==> config.mk <==
export PLATFORM = sky130hd
export DESIGN_NAME = hdmi_link_ctrl_flat
export DESIGN_NICKNAME = d
export VERILOG_FILES = /design/src/rtl/hdmi_link_ctrl_if.sv /design/src/rtl/hdmi_link_ctrl.sv /design/src/flat_wrapper.sv
export SDC_FILE = /design/constraint.sdc
export NUM_CORES = 1
export LEC_CHECK = 0
export CORE_MARGIN = 2
export CORE_UTILIZATION = 42
export DETAILED_ROUTE_END_ITERATION = 16
export PLACE_DENSITY = 0.66
export SLEW_MARGIN = 20
export SYNTH_ARGS = -nofsm -noshare
export SYNTH_HDL_FRONTEND = slang
export SYNTH_SLANG_ARGS = --single-unit
==> constraint.sdc <==
create_clock -name clk_27mhz -period 4.4 [get_ports clk_27mhz]
set_input_delay 1.32 -clock clk_27mhz [delete_from_list [all_inputs] [get_ports clk_27mhz]]
set_output_delay 1.32 -clock clk_27mhz [all_outputs]
set_load 0.05 [all_outputs]
==> src/rtl/hdmi_link_ctrl_if.sv <==
// Link-control signal bundle between the HDMI bring-up sequencer and the board-level
// PLL/CLKDIV/DVI_TX wiring. The master modport is the sequencer side.
interface hdmi_link_ctrl_if #(
    parameter int CNT_W = 8
);
    logic             enable;
    logic             pll_lock;
    logic             pll_reset;
    logic             tx_rst_n;
    logic             link_up;
    logic [2:0]       state;
    logic [CNT_W-1:0] timeout_cnt;
    logic [CNT_W-1:0] loss_cnt;

    modport master (
        input  enable, pll_lock,
        output pll_reset, tx_rst_n, link_up, state, timeout_cnt, loss_cnt
    );

    modport slave (
        output enable, pll_lock,
        input  pll_reset, tx_rst_n, link_up, state, timeout_cnt, loss_cnt
    );
endinterface

==> src/rtl/hdmi_link_ctrl.sv <==
// HDMI TX bring-up sequencer: PLL reset pulse, qualified lock wait, settle, run, auto-recovery.
// Status counters exist only when HDMI_LINK_CTRL_STATUS_EN is defined; otherwise tied to 0.
module hdmi_link_ctrl #(
    parameter int PLL_RST_CYCLES = 16,
    parameter int LOCK_TIMEOUT   = 27000,
    parameter int SETTLE_CYCLES  = 2700,
    parameter int CNT_W          = 8
) (
    input  logic               clk_27mhz,
    input  logic               rst,
    hdmi_link_ctrl_if.master   bus
);
    localparam int MAX_A = (PLL_RST_CYCLES > LOCK_TIMEOUT) ? PLL_RST_CYCLES : LOCK_TIMEOUT;
    localparam int MAX_P = (MAX_A > SETTLE_CYCLES) ? MAX_A : SETTLE_CYCLES;
    localparam int CW    = $clog2(MAX_P);

    typedef enum logic [2:0] {
        IDLE      = 3'd0,
        PLL_RST   = 3'd1,
        WAIT_LOCK = 3'd2,
        SETTLE    = 3'd3,
        RUN       = 3'd4
    } state_t;

    state_t          state_q, state_d;
    logic [CW-1:0]   cnt_q, cnt_d;
    logic            sync1_q, lock_s_q;
    logic            pll_reset_q, pll_reset_d;
    logic            tx_rst_n_q, tx_rst_n_d;
    logic            link_up_q, link_up_d;

    always_ff @(posedge clk_27mhz or posedge rst) begin
        if (rst) begin
            sync1_q  <= 1'b0;
            lock_s_q <= 1'b0;
        end else begin
            sync1_q  <= bus.pll_lock;
            lock_s_q <= sync1_q;
        end
    end

    always_comb begin
        // NOTE: every output of this block gets a default first so no latch is inferred.
        state_d = state_q;
        unique case (state_q)
            IDLE:      if (bus.enable) state_d = PLL_RST;
            PLL_RST:   if (cnt_q == CW'(PLL_RST_CYCLES - 1)) state_d = WAIT_LOCK;
            WAIT_LOCK: begin
                if (lock_s_q)                             state_d = SETTLE;
                else if (cnt_q == CW'(LOCK_TIMEOUT - 1))  state_d = PLL_RST;
            end
            SETTLE: begin
                if (!lock_s_q)                            state_d = WAIT_LOCK;
                else if (cnt_q == CW'(SETTLE_CYCLES - 1)) state_d = RUN;
            end
            RUN:       if (!lock_s_q) state_d = PLL_RST;
            default:   state_d = IDLE;
        endcase
        if (!bus.enable) state_d = IDLE;

        // The counter restarts on every state entry; IDLE and RUN have no interval to time.
        if (state_d != state_q || state_q == IDLE || state_q == RUN) cnt_d = '0;
        else                                                         cnt_d = cnt_q + CW'(1);

        pll_reset_d = (state_d == IDLE) || (state_d == PLL_RST);
        tx_rst_n_d  = (state_d == RUN);
        link_up_d   = (state_d == RUN);
    end

    // NOTE: sequential state uses non-blocking assignments so all flops update together.
    always_ff @(posedge clk_27mhz or posedge rst) begin
        if (rst) begin
            state_q     <= IDLE;
            cnt_q       <= '0;
            pll_reset_q <= 1'b1;
            tx_rst_n_q  <= 1'b0;
            link_up_q   <= 1'b0;
        end else begin
            state_q     <= state_d;
            cnt_q       <= cnt_d;
            pll_reset_q <= pll_reset_d;
            tx_rst_n_q  <= tx_rst_n_d;
            link_up_q   <= link_up_d;
        end
    end

    assign bus.state     = state_q;
    assign bus.pll_reset = pll_reset_q;
    assign bus.tx_rst_n  = tx_rst_n_q;
    assign bus.link_up   = link_up_q;

`ifdef HDMI_LINK_CTRL_STATUS_EN
    logic             timeout_evt, loss_evt;
    logic [CNT_W-1:0] timeout_cnt_q, timeout_cnt_d;
    logic [CNT_W-1:0] loss_cnt_q, loss_cnt_d;

    // Forced IDLE (enable low) never lands in PLL_RST, so a dropped enable suppresses both events.
    always_comb begin
        timeout_evt   = (state_q == WAIT_LOCK) && (state_d == PLL_RST);
        loss_evt      = (state_q == RUN) && (state_d == PLL_RST);
        timeout_cnt_d = timeout_cnt_q;
        loss_cnt_d    = loss_cnt_q;
        if (timeout_evt && !(&timeout_cnt_q)) timeout_cnt_d = timeout_cnt_q + CNT_W'(1);
        if (loss_evt && !(&loss_cnt_q))       loss_cnt_d    = loss_cnt_q + CNT_W'(1);
    end

    always_ff @(posedge clk_27mhz or posedge rst) begin
        if (rst) begin
            timeout_cnt_q <= '0;
            loss_cnt_q    <= '0;
        end else begin
            timeout_cnt_q <= timeout_cnt_d;
            loss_cnt_q    <= loss_cnt_d;
        end
    end

    assign bus.timeout_cnt = timeout_cnt_q;
    assign bus.loss_cnt    = loss_cnt_q;
`else
    assign bus.timeout_cnt = '0;
    assign bus.loss_cnt    = '0;
`endif
endmodule
==> src/flat_wrapper.sv <==
// flat-port wrapper written by rule: the top's interface ports become plain ports
module hdmi_link_ctrl_flat 
#(
    parameter int PLL_RST_CYCLES = 16,
    parameter int LOCK_TIMEOUT   = 27000,
    parameter int SETTLE_CYCLES  = 2700,
    parameter int CNT_W          = 8
)
  (clk_27mhz, rst, bus_enable, bus_pll_lock, bus_pll_reset, bus_tx_rst_n, bus_link_up, bus_state, bus_timeout_cnt, bus_loss_cnt);
  hdmi_link_ctrl_if #(.CNT_W(CNT_W)) bus_i ();
  input  logic clk_27mhz;
  input  logic rst;
  input wire logic [$bits(bus_i.enable)-1:0] bus_enable;
  input wire logic [$bits(bus_i.pll_lock)-1:0] bus_pll_lock;
  output wire logic [$bits(bus_i.pll_reset)-1:0] bus_pll_reset;
  output wire logic [$bits(bus_i.tx_rst_n)-1:0] bus_tx_rst_n;
  output wire logic [$bits(bus_i.link_up)-1:0] bus_link_up;
  output wire logic [$bits(bus_i.state)-1:0] bus_state;
  output wire logic [$bits(bus_i.timeout_cnt)-1:0] bus_timeout_cnt;
  output wire logic [$bits(bus_i.loss_cnt)-1:0] bus_loss_cnt;
  assign bus_i.enable = bus_enable;
  assign bus_i.pll_lock = bus_pll_lock;
  assign bus_pll_reset = bus_i.pll_reset;
  assign bus_tx_rst_n = bus_i.tx_rst_n;
  assign bus_link_up = bus_i.link_up;
  assign bus_state = bus_i.state;
  assign bus_timeout_cnt = bus_i.timeout_cnt;
  assign bus_loss_cnt = bus_i.loss_cnt;
  hdmi_link_ctrl #(.PLL_RST_CYCLES(PLL_RST_CYCLES), .LOCK_TIMEOUT(LOCK_TIMEOUT), .SETTLE_CYCLES(SETTLE_CYCLES), .CNT_W(CNT_W)) u_core (.clk_27mhz(clk_27mhz), .rst(rst), .bus(bus_i));
endmodule
# Word level (Yosys, flattened, before mapping)
# Index checks and enable logic that the tools add are counted.
[word_totals]
regBits = 22
in_bits = 4
output_inout_bits = 22
elab_cells = 31
[classes]
add_sub_neg = 1
n_eq_ne = 10
muxes = 9
reduce_logical = 5
[op_table]
columns = ["cell", "n"]
rows = [
  ["$mux 3", 7],
  ["$add 15x1->15 const B", 1],
  ["$eq 15x12->1 const B", 1],
  ["$eq 15x15->1 const B", 1],
  ["$eq 15x4->1 const B", 1],
  ["$mux 15", 1],
  ["$pmux 3 s5", 1],
  ["$eq 3x1->1 const B", 2],
  ["$eq 3x2->1 const B", 2],
  ["$eq 3x3->1 const B", 2],
  ["$logic_not 3->1", 2],
  ["$logic_or 1x1->1", 3],
  ["$ne 3x3->1", 1],
]

# Logic depth before layout (Yosys ltp)
# Gate-level depths: netlist of the first run.
[logic_depth]
ltp_word = 9
mapped_depth = 7

# Worst setup path before layout of the first run
# No wires, ideal clock.
[synth_timing]
path_type = "input port to flip-flop"
start = "input port bus_enable"
end = "register u_core.cnt_q[11]"
setup_time_ns = 0.101
t_arrival_ns = 2.339
t_required_ns = 4.299
slack_ns = 1.960
stages = 5
n_path_buf = 1
cell_sequence = "nand2_1 or3b_2 o311a_4 buf_6 nor4_1"
[synth_via]
elab_chain_len = 5
[synth_rtl]
columns = ["item", "line", "source"]
rows = [
  ["from (decl)", "flat_wrapper.sv:13", "input wire logic [$bits(bus_i.enable)-1:0] bus_enable;"],
  ["$mux 3", "hdmi_link_ctrl.sv:59", "if (!bus.enable) state_d = IDLE;"],
  ["$ne 3x3->1", "hdmi_link_ctrl.sv:62", "if (state_d != state_q || state_q == IDLE || state_q == RUN) cnt_d = '0;"],
  ["$logic_or 1x1->1 (2 in series)", "hdmi_link_ctrl.sv:62", ""],
  ["$mux 15", "hdmi_link_ctrl.sv:62", ""],
  ["net u_core.cnt_d[11]", "hdmi_link_ctrl.sv:26", "logic [CW-1:0] cnt_q, cnt_d;"],
  ["to (signal assigned)", "hdmi_link_ctrl.sv:80", "cnt_q <= cnt_d;"],
  ["to (decl)", "hdmi_link_ctrl.sv:26", ""],
]
# The timed path passes the listed nets, and every way through them passes these cells.

# Final worst setup path of the first run
[layout_timing]
start = "register u_core.state_q[0], in the netlist u_core.bus.state[0]"
end = "output port bus_state[0]"
[layout_lines]
columns = ["item", "line", "source"]
rows = [
  ["from (decl)", "hdmi_link_ctrl.sv:25", "state_t state_q, state_d;"],
  ["from (signal assigned)", "hdmi_link_ctrl.sv:79", "state_q <= state_d;"],
  ["to (decl)", "flat_wrapper.sv:18", "output wire logic [$bits(bus_i.state)-1:0] bus_state;"],
]
# No word-level cell between the ends.

==> results of run 1 <==
cells in the final DEF (no fill, tap or decap), types with 2 or more instances in the layout:
cell type	instances
dfrtp_1	21
conb_1	16
nor4_1	11
nand3_1	10
xor2_1	9
clkdlybuf4s50_1	9
nand2_1	8
nor2_1	7
nor3_1	6
nand4_1	5
and3_1	4
xnor2_1	4
and2_1	3
nand2b_1	3
clkbuf_4	3
or4_4	2
nor4bb_1	2
nand4b_1	2
o21ai_0	2
or2_2	2
and4_1	2
per-stage QoR:
| step | area [sq um] | cells | util |
|---|---|---|---|
| after floorplan | 1470 | 161 | - |
| final | 1480 | 196 | 0.450 |
| after CTS | 1480 | 196 | 0.450 |
| after detailed placement | 1440 | 192 | 0.439 |
| after global placement | 1440 | 192 | 0.439 |
| after global routing | 1480 | 196 | 0.450 |
layout make-up:
class | count | area share
clock buffer | 4 | 0.0246
inverter | 1 | 0.00254
multi-input combinational | 114 | 0.500
sequential | 22 | 0.373
tap | 46 | 0.0389
timing repair buffer | 9 | 0.0610
how the worst max path moves through the flow:
stage | slack [ps] | to
finish | 1370 | bus_state[0]
floorplan | 1960 | u_core.cnt_q[11]
global placement | 1350 | u_core.cnt_q[14]
detailed placement | 1260 | u_core.cnt_q[11]
CTS | 1360 | bus_state[0]
global route | 1250 | bus_state[0]
where the power goes:
part           switching, W  internal (W)  leakage [nW]  total (W)
combinational     0.0000591     0.0000157         0.302  0.0000748
sequential       0.00000621      0.000206         0.297   0.000212
clock             0.0000597     0.0000505        0.0210   0.000110
total              0.000125      0.000272         0.619   0.000397
per-layer routing:
metal / global-route usage / up-vias
li1: - / 506
met1: 0.221 / 481
met2: 0.247 / 24
met3: 0.0393 / 2
met4: 0.0365 / 0
met5: 0 / -
flip-flops by register name, indices dropped and copies added (netlist names):
signal                cells
u_core.sync1_q            1
u_core.lock_s_q           1
u_core.cnt_q             15
u_core.bus.tx_rst_n       1
u_core.bus.pll_reset      1
u_core.bus.state          3
cell usage after synthesis:
cell type	n
and3_1	4
dfstp_2	1
o21ai_0	2
or2_2	2
a32oi_1	1
and2_1	3
nor4bb_1	2
conb_1	1
o211a_1	1
buf_6	2
clkbuf_1	2
nand2b_1	3
or4_4	2
or3_1	1
or4bb_1	1
nand4_1	5
a21oi_1	1
nand3_1	10
nor2_1	7
o311a_4	1
nor3_1	6
inv_1	1
and4_1	2
nand4b_1	2
and2b_1	1
mux2i_1	1
and3b_1	1
ha_1	1
or3b_2	1
buf_4	19
xnor2_1	4
nand2_1	8
a211oi_1	1
xor2_1	9
nor4_4	1
nor4_2	1
clkbuf_2	1
nor2b_1	1
or4_1	1
dfrtp_1	21
nor4_1	11
cell families (layout without fill, tap and decap cells):
| group | after synthesis | after routing | share of synthesized area |
|---|---|---|---|
| compound gates | 7 | 7 | 0.0442 |
| xor+xnor | 13 | 13 | 0.0805 |
| fa+ha+maj | 1 | 1 | 0.00884 |
| buf+inv | 25 | 14 | 0.128 |
| flops | 22 | 22 | 0.390 |
| mux | 1 | 1 | 0.00707 |
| other cells | 1 | 16 | 0.00265 |
| simple gates | 76 | 76 | 0.339 |
==> metrics.txt, run 1 <==
Final HPWL DP=1.87 mm; Multi-input gate area=738 sq um; Core Region=0.00328 sq mm; gp weighted congestion=0.799; worst path cell trace=clkdlybuf4s50_1; Ys Warns=0; Vias/cell=5.17; reg-to-reg endpoint=u_core.cnt_q[6]; first-pass GRT wire length=4.49 mm; CTS Hold Bufs=0; Setup crit start=u_core.bus.state[0]; Slew @ Worst Pin=801 ps; Final Skew=7.77 ps; reg-to-reg setup timing slack=2080 ps; synth top area cells=dfrtp_1 37%, buf_4 10%, xor2_1 5.6%; chip height=62.0 microns; WHS Endpoint=u_core.lock_s_q; Final TNS setup=0 ps; met2 wire len=1.24 mm; Peak VDD IR=0.196 mV; Total GRT Usage=0.158; Synth area leader=dfrtp_1; layout cells sized above 1=0.0867; post-CTS setup buffers=0; required time of the critical path=3080 ps; Leak Pwr=0.619 nW; cell count after synthesis=146; Tcrit/Tclk final=0.689; fillers=311; number of synthesized register bits=22; Top delay family on crit path=buffers and inverters; Worst path max stage delay=860 ps; H-tree levels=1; unrepaired setup endpoints after global routing=false; final setup violation count=0; Antenna Cells=0; pin count of the biggest net entering global routing=23; clk slew on worst S/H paths=120 ps; Syn Area/Cell=9.69 sq um; Crit Path Category=reg -> out; hold path depth=0; DRT Pass-1 Iters=4; Vias=1013; root buffer cell=clkbuf_4; hold slack=364 ps; IO Pins=26; Rel. slew slack=0.465; Area Overhead vs Synth=4.42%; Pwr Total=0.000397 W; clock sink count=22; die area=0.00385 sq mm; final count of pins violating max slew=0; Iteration-0 DRC Markers=95; Max Freq=330 MHz; initial core utilization=0.431; Slowest-stage cell, CP=clkdlybuf4s50_1; CP Buf/Inv Count=1; nets=156; hold crit path type=reg -> reg; final hold vios=0; Top Layer Used=met4; sequential area share after synthesis=0.390; Clk Latency, worst-skew pair=300 ps; Worst Setup Start Kind=flop; max cap viols=0; final worst slack=1370 ps; critical-path maximum fanout=11; met3 WL=112 microns; vias in the first global route=922; Period minus WS final=3030 ps; Reg area=552 sq um; cts bufs inserted=3; hold path startpoint=u_core.sync1_q; CTS max path bufs=2; drc violations=0; worst slack at placement=1260 ps; FP Rows=21; antenna violations before repair=0; Die X=62.0 microns; CTS resizes=0; Met1 Routed Length=1.25 mm; remaining antenna violation count after routing=0; pwr dens=269 mW/mm^2; CTS tree=yes; Yosys top cell area share=0.371; Overflow after GRT=0; post-detailed-route wirelength per cell=13.4 microns; Worst path depth=1; final wirelength=2.62 mm; Distinct cells, synth=41; critical path arrival=1710 ps; Crit. End Element=output port; I/O Buffers=9; status=complete, no violations; Post-Syn Area=0.00142 sq mm; worst-case reg-to-reg path depth=5; FF-to-FF Start=u_core.cnt_q[4]
Power figures use the tool's default switching activity.
==> inputs of run 2 (changes only) <==
==> constraint.sdc (replaced) <==
create_clock -name clk_27mhz -period 3 [get_ports clk_27mhz]
set_input_delay 0.9 -clock clk_27mhz [delete_from_list [all_inputs] [get_ports clk_27mhz]]
set_output_delay 0.9 -clock clk_27mhz [all_outputs]
set_load 0.05 [all_outputs]
==> run 2 against run 1 <==
Final area unchanged. Clock power up 49%. Sequential power up 47%. Register-to-register slack worse by 1400 ps. Cell count unchanged. Worst hold slack worse by 3.9 ps.
==> metrics.txt, run 2 (synthesis results as in run 1) <==
reg-to-reg endpoint=u_core.cnt_q[9]; gp weighted congestion=0.799 (about the same); Crit. End Element=output port; Slowest-stage cell, CP=clkdlybuf4s50_1; NetSw=0.000185 W (+48%); clk slew on worst S/H paths=120 ps (about the same); status=complete, no violations; post-detailed-route wirelength per cell=13.5 microns (+1.1%); CTS Hold Bufs=0 (unchanged); antenna violations before repair=0 (unchanged); unrepaired setup endpoints after global routing=false; Slew @ Worst Pin=816 ps (+14.9 ps); Peak VDD IR=0.247 mV (+26%); first-pass GRT wire length=4.49 mm (-0.13%); FP Rows=21 (unchanged); DRT Pass-1 Iters=4 (unchanged); Worst Setup Start Kind=flop; Area Overhead vs Synth=4.42% (unchanged); Rel. slew slack=0.455 (-0.00997); chip height=62.0 microns (unchanged); Iteration-0 DRC Markers=90 (-5.3%); Worst path depth=1 (unchanged); worst slack at placement=266 ps (-990 ps); worst path cell trace=clkdlybuf4s50_1; switch share=0.316 (+0.00169); Tcrit/Tclk final=0.872; Setup crit start=u_core.bus.state[1]; final hold vios=0 (unchanged); final worst slack=384 ps (-982 ps); CTS tree=yes; root buffer cell=clkbuf_4; remaining antenna violation count after routing=0 (unchanged); CTS max path bufs=2 (unchanged); pin count of the biggest net entering global routing=23 (unchanged); Max Freq=382 MHz; Crit Path Category=reg -> out; vias in the first global route=931 (+0.98%); Core Region=0.00328 sq mm (unchanged); hold crit path type=reg -> reg; final count of pins violating max slew=0 (unchanged); reg-to-reg setup timing slack=700 ps (-1380 ps); Overflow after GRT=0 (unchanged); post-CTS setup buffers=0 (unchanged); Antenna Cells=0 (unchanged); FF-to-FF Start=u_core.cnt_q[0]; cts bufs inserted=3 (unchanged); Largest register FFs=15 (unchanged); final setup violation count=0 (unchanged); required time of the critical path=2100 ps (-980 ps); worst-case reg-to-reg path depth=6 (+1); Total GRT Usage=0.158 (about the same); Final Skew=2.25 ps (-5.52 ps); Final TNS setup=0 ps (unchanged); H-tree levels=1 (unchanged); Leak Pwr=0.619 nW (unchanged); max cap viols=0 (unchanged); Die X=62.0 microns (unchanged); final wirelength=2.65 mm (+1.1%); CTS resizes=0 (unchanged); fillers=324 (+4.2%); initial core utilization=0.431 (unchanged); die area=0.00385 sq mm (unchanged); commonest cells after routing, fill and taps aside=21 x dfrtp_1, 16 x conb_1, 11 x nor4_1; Clk Latency, worst-skew pair=310 ps (about the same); Vias/cell=5.26 (+1.7%); Period minus WS final=2620 ps; critical path arrival=1720 ps (about the same); CP Buf/Inv Count=1 (unchanged); critical-path maximum fanout=10 (-1); hold slack=360 ps (-3.91 ps); Final HPWL DP=1.91 mm (+1.7%); pwr dens=396 mW/mm^2 (+47%); Worst path max stage delay=860 ps (about the same); Vias=1030 (+1.7%); Top delay family on crit path=buffers and inverters; Critical Path End=bus_state[1]; Gate power share=0.187 (about the same); Top reg by flops=u_core.cnt_q; power share of the clock group=0.280 (+0.003); Flop pwr share=0.533 (-0.002); commonest non-fill, non-tap cell in the layout=dfrtp_1; IO Pins=26 (unchanged); nets=156 (unchanged); Cell Int Power=0.000400 W (+47%); layout cells sized above 1=0.0867 (unchanged); I/O Buffers=9 (unchanged); clock sink count=22 (unchanged); drc violations=0 (unchanged)
[run 2: cell counts in the layout (fill, tap and decap cells not counted)]
Identical to the previous run, type by type.
[run 2: layout make-up]
cell class / instances / area, sq um / area share
multi-input cells: 114 / 738 / 0.500
inverters: 1 / 3.75 / 0.00254
flip-flops and latches: 22 / 552 / 0.373
clock buffers: 4 / 36.3 / 0.0246
repair buffers: 9 / 90.1 / 0.0610
well taps: 46 / 57.6 / 0.0389
[run 2: metal layers]
metal,vias to the layer above,GRT usage,part of all wire
li1,504,-,-
met5,-,0,0
met1,498,0.234,0.47
met2,24,0.234,0.48
met3,4,0.0373,0.041
met4,0,0.0365,0.0098
[run 2: power groups by stage]
stage / clock network [W] / logic, W / registers, W
2_1_floorplan: 0 / 0.000110 / 0.000319
3_3_place_gp: 0 / 0.000108 / 0.000317
3_5_place_dp: 0 / 0.000110 / 0.000317
4_1_cts: 0.000171 / 0.000110 / 0.000312
5_1_grt: 0.000185 / 0.000120 / 0.000313
6_report: 0.000164 / 0.000109 / 0.000311
[run 2: how the worst min path moves through the flow]
stage,start,end,slack (ps),cells past startpoint
floorplan,u_core.sync1_q,u_core.lock_s_q,330,0
global placement,u_core.sync1_q,u_core.lock_s_q,330,0
detailed placement,u_core.sync1_q,u_core.lock_s_q,330,0
CTS,u_core.sync1_q,u_core.lock_s_q,360,0
global route,u_core.sync1_q,u_core.lock_s_q,380,0
finish,u_core.sync1_q,u_core.lock_s_q,360,0
[run 2: stage by stage]
| stage | utilization | area, sq um | cells | power, W |
|---|---|---|---|---|
| finish | 0.450 | 1480 | 196 | 0.000584 |
| global route | 0.450 | 1480 | 196 | 0.000619 |
| CTS | 0.450 | 1480 | 196 | 0.000593 |
| detailed placement | 0.439 | 1440 | 192 | 0.000427 |
| global placement | 0.439 | 1440 | 192 | 0.000425 |
| floorplan | - | 1470 | 161 | 0.000429 |
==> inputs of run 3 (changes only) <==
--- a/config.mk
+++ b/config.mk
@@ -6,9 +6,10 @@
 export NUM_CORES = 1
 export LEC_CHECK = 0
 export CORE_MARGIN = 2
-export CORE_UTILIZATION = 42
+export CORE_UTILIZATION = 41
 export DETAILED_ROUTE_END_ITERATION = 16
-export PLACE_DENSITY = 0.66
+export GPL_TIMING_DRIVEN = 0
+export PLACE_DENSITY = 0.65
 export SLEW_MARGIN = 20
 export SYNTH_ARGS = -nofsm -noshare
 export SYNTH_HDL_FRONTEND = slang
==> run 3 against run 2 <==
Non-clock buffer count increased by 24. Sequential share of layout area is 4.0 points lower. Flip-flop and latch count stayed put.
==> metrics.txt, run 3 (synthesis results as in run 1) <==
Period minus WS final=2540 ps (-79.4 ps); final hold vios=0 (unchanged); required time of the critical path=2100 ps (about the same); final worst slack=464 ps (+79.4 ps); Worst Setup Start Kind=flop; vias in the first global route=1108 (+19%); post-CTS setup buffers=0 (unchanged); max cap viols=0 (unchanged); layout cells sized above 1=0.201 (+0.114); cts bufs inserted=3 (unchanged); Top reg by flops=u_core.cnt_q; I/O Buffers=9 (unchanged); status=complete, no violations; antenna violations before repair=0 (unchanged); final setup violation count=0 (unchanged); Slowest-stage cell, CP=clkdlybuf4s50_1; Iteration-0 DRC Markers=58 (-36%); clk slew on worst S/H paths=130 ps (about the same); root buffer cell=clkbuf_4; drc violations=0 (unchanged); Rel. slew slack=0.438 (-0.0173); CTS Hold Bufs=0 (unchanged); CTS max path bufs=2 (unchanged); pin count of the biggest net entering global routing=23 (unchanged); Area Overhead vs Synth=17.0%; remaining antenna violation count after routing=0 (unchanged); first-pass GRT wire length=5.02 mm (+12%); pwr dens=373 mW/mm^2 (-5.6%); FF-to-FF Start=u_core.cnt_q[5]; initial core utilization=0.424 (-0.00679); Crit. End Element=output port; nets=180 (+15%); Total GRT Usage=0.158 (-0.000370); Top delay family on crit path=buffers and inverters; commonest cells after routing, fill and taps aside=21 x dfrtp_1, 19 x buf_4, 16 x conb_1; critical path arrival=1640 ps (-80 ps); Antenna Cells=0 (unchanged); Peak VDD IR=0.197 mV (-20%); Final HPWL DP=2.14 mm (+12%); Vias=1145 (+11%); Max Freq=394 MHz (+3.1%); critical-path maximum fanout=1 (-9); Setup crit start=u_core.bus.pll_reset; Worst path max stage delay=790 ps (-70 ps); Crit Path Category=reg -> out; IO Pins=26 (unchanged); Final Skew=8.33 ps (+6.08 ps); Leak Pwr=0.742 nW (+20%); hold crit path type=reg -> reg; Clk Latency, worst-skew pair=320 ps (about the same); final wirelength=2.88 mm (+8.6%); Die X=62.8 microns (+1.1%); Overflow after GRT=0 (unchanged); FP Rows=21 (unchanged); Tcrit/Tclk final=0.845 (-0.0265); gp weighted congestion=0.819 (+2.5%); Core Region=0.00334 sq mm (+1.6%); DRT Pass-1 Iters=4 (unchanged); hold path startpoint=u_core.sync1_q; worst slack at placement=182 ps (-84.2 ps); Vias/cell=5.20 (-0.96%); Largest register FFs=15 (unchanged); Final TNS setup=0 ps (unchanged); CTS resizes=0 (unchanged); worst path cell trace=clkdlybuf4s50_1; die area=0.00394 sq mm (+2.3%); final count of pins violating max slew=0 (unchanged); CTS tree=yes; post-detailed-route wirelength per cell=13.1 microns (-3.2%); commonest non-fill, non-tap cell in the layout=dfrtp_1; CP Buf/Inv Count=1 (unchanged); clock sink count=22 (unchanged); Slew @ Worst Pin=842 ps (+25.9 ps); H-tree levels=1 (unchanged); chip height=62.8 microns (+1.1%); unrepaired setup endpoints after global routing=false
[run 3: cell count changes in the layout (fill, tap and decap cells not counted), sizes merged]
| cell | before | now |
|---|---|---|
| clkbuf | 4 | 7 |
| buf | 0 | 21 |
[run 3: worst paths after layout]
check	endpoint	slack (ps)	cells after the start
setup / recovery	bus_pll_reset	460	1
hold / removal	u_core.lock_s_q	370	0
setup reg to reg	u_core.cnt_q[8]	730	6
hold reg to reg	u_core.lock_s_q	370	0
max in group asynchronous	u_core.cnt_q[10]	1440	2
min in group asynchronous	u_core.cnt_q[5]	1030	2
[run 3: routing by layer]
metal | vias up | GRT usage | wire length, microns
met5 | - | 0 | 0
met3 | 6 | 0.0216 | 135
met1 | 549 | 0.192 | 1260
li1 | 552 | - | -
met4 | 0 | 0.0583 | 48
met2 | 38 | 0.282 | 1440
[run 3: through the flow]
stage	power (W)	cell area [sq um]	util	cells	hold WS, ps
floorplan	0.000429	1470	-	161	331
finish	0.000618	1660	0.496	220	367
global placement	0.000451	1620	0.485	216	336
global route	0.000645	1660	0.496	220	386
detailed placement	0.000453	1620	0.485	216	339
CTS	0.000623	1660	0.496	220	370
[run 3: power breakdown]
| part | leakage (nW) | switching [W] | internal [W] |
|---|---|---|---|
| clock network | 0.0210 | 0.0000956 | 0.0000742 |
| registers | 0.297 | 0.00000494 | 0.000303 |
| logic | 0.424 | 0.0000965 | 0.0000443 |
| total | 0.742 | 0.000197 | 0.000421 |
[run 3: layout make-up]
type	instances	area, sq um
buffer	24	178
clock buffer	4	36.3
fill	329	1680
inverter	1	3.75
multi-input combinational	114	738
sequential	22	552
tap	46	57.6
timing repair buffer	9	90.1
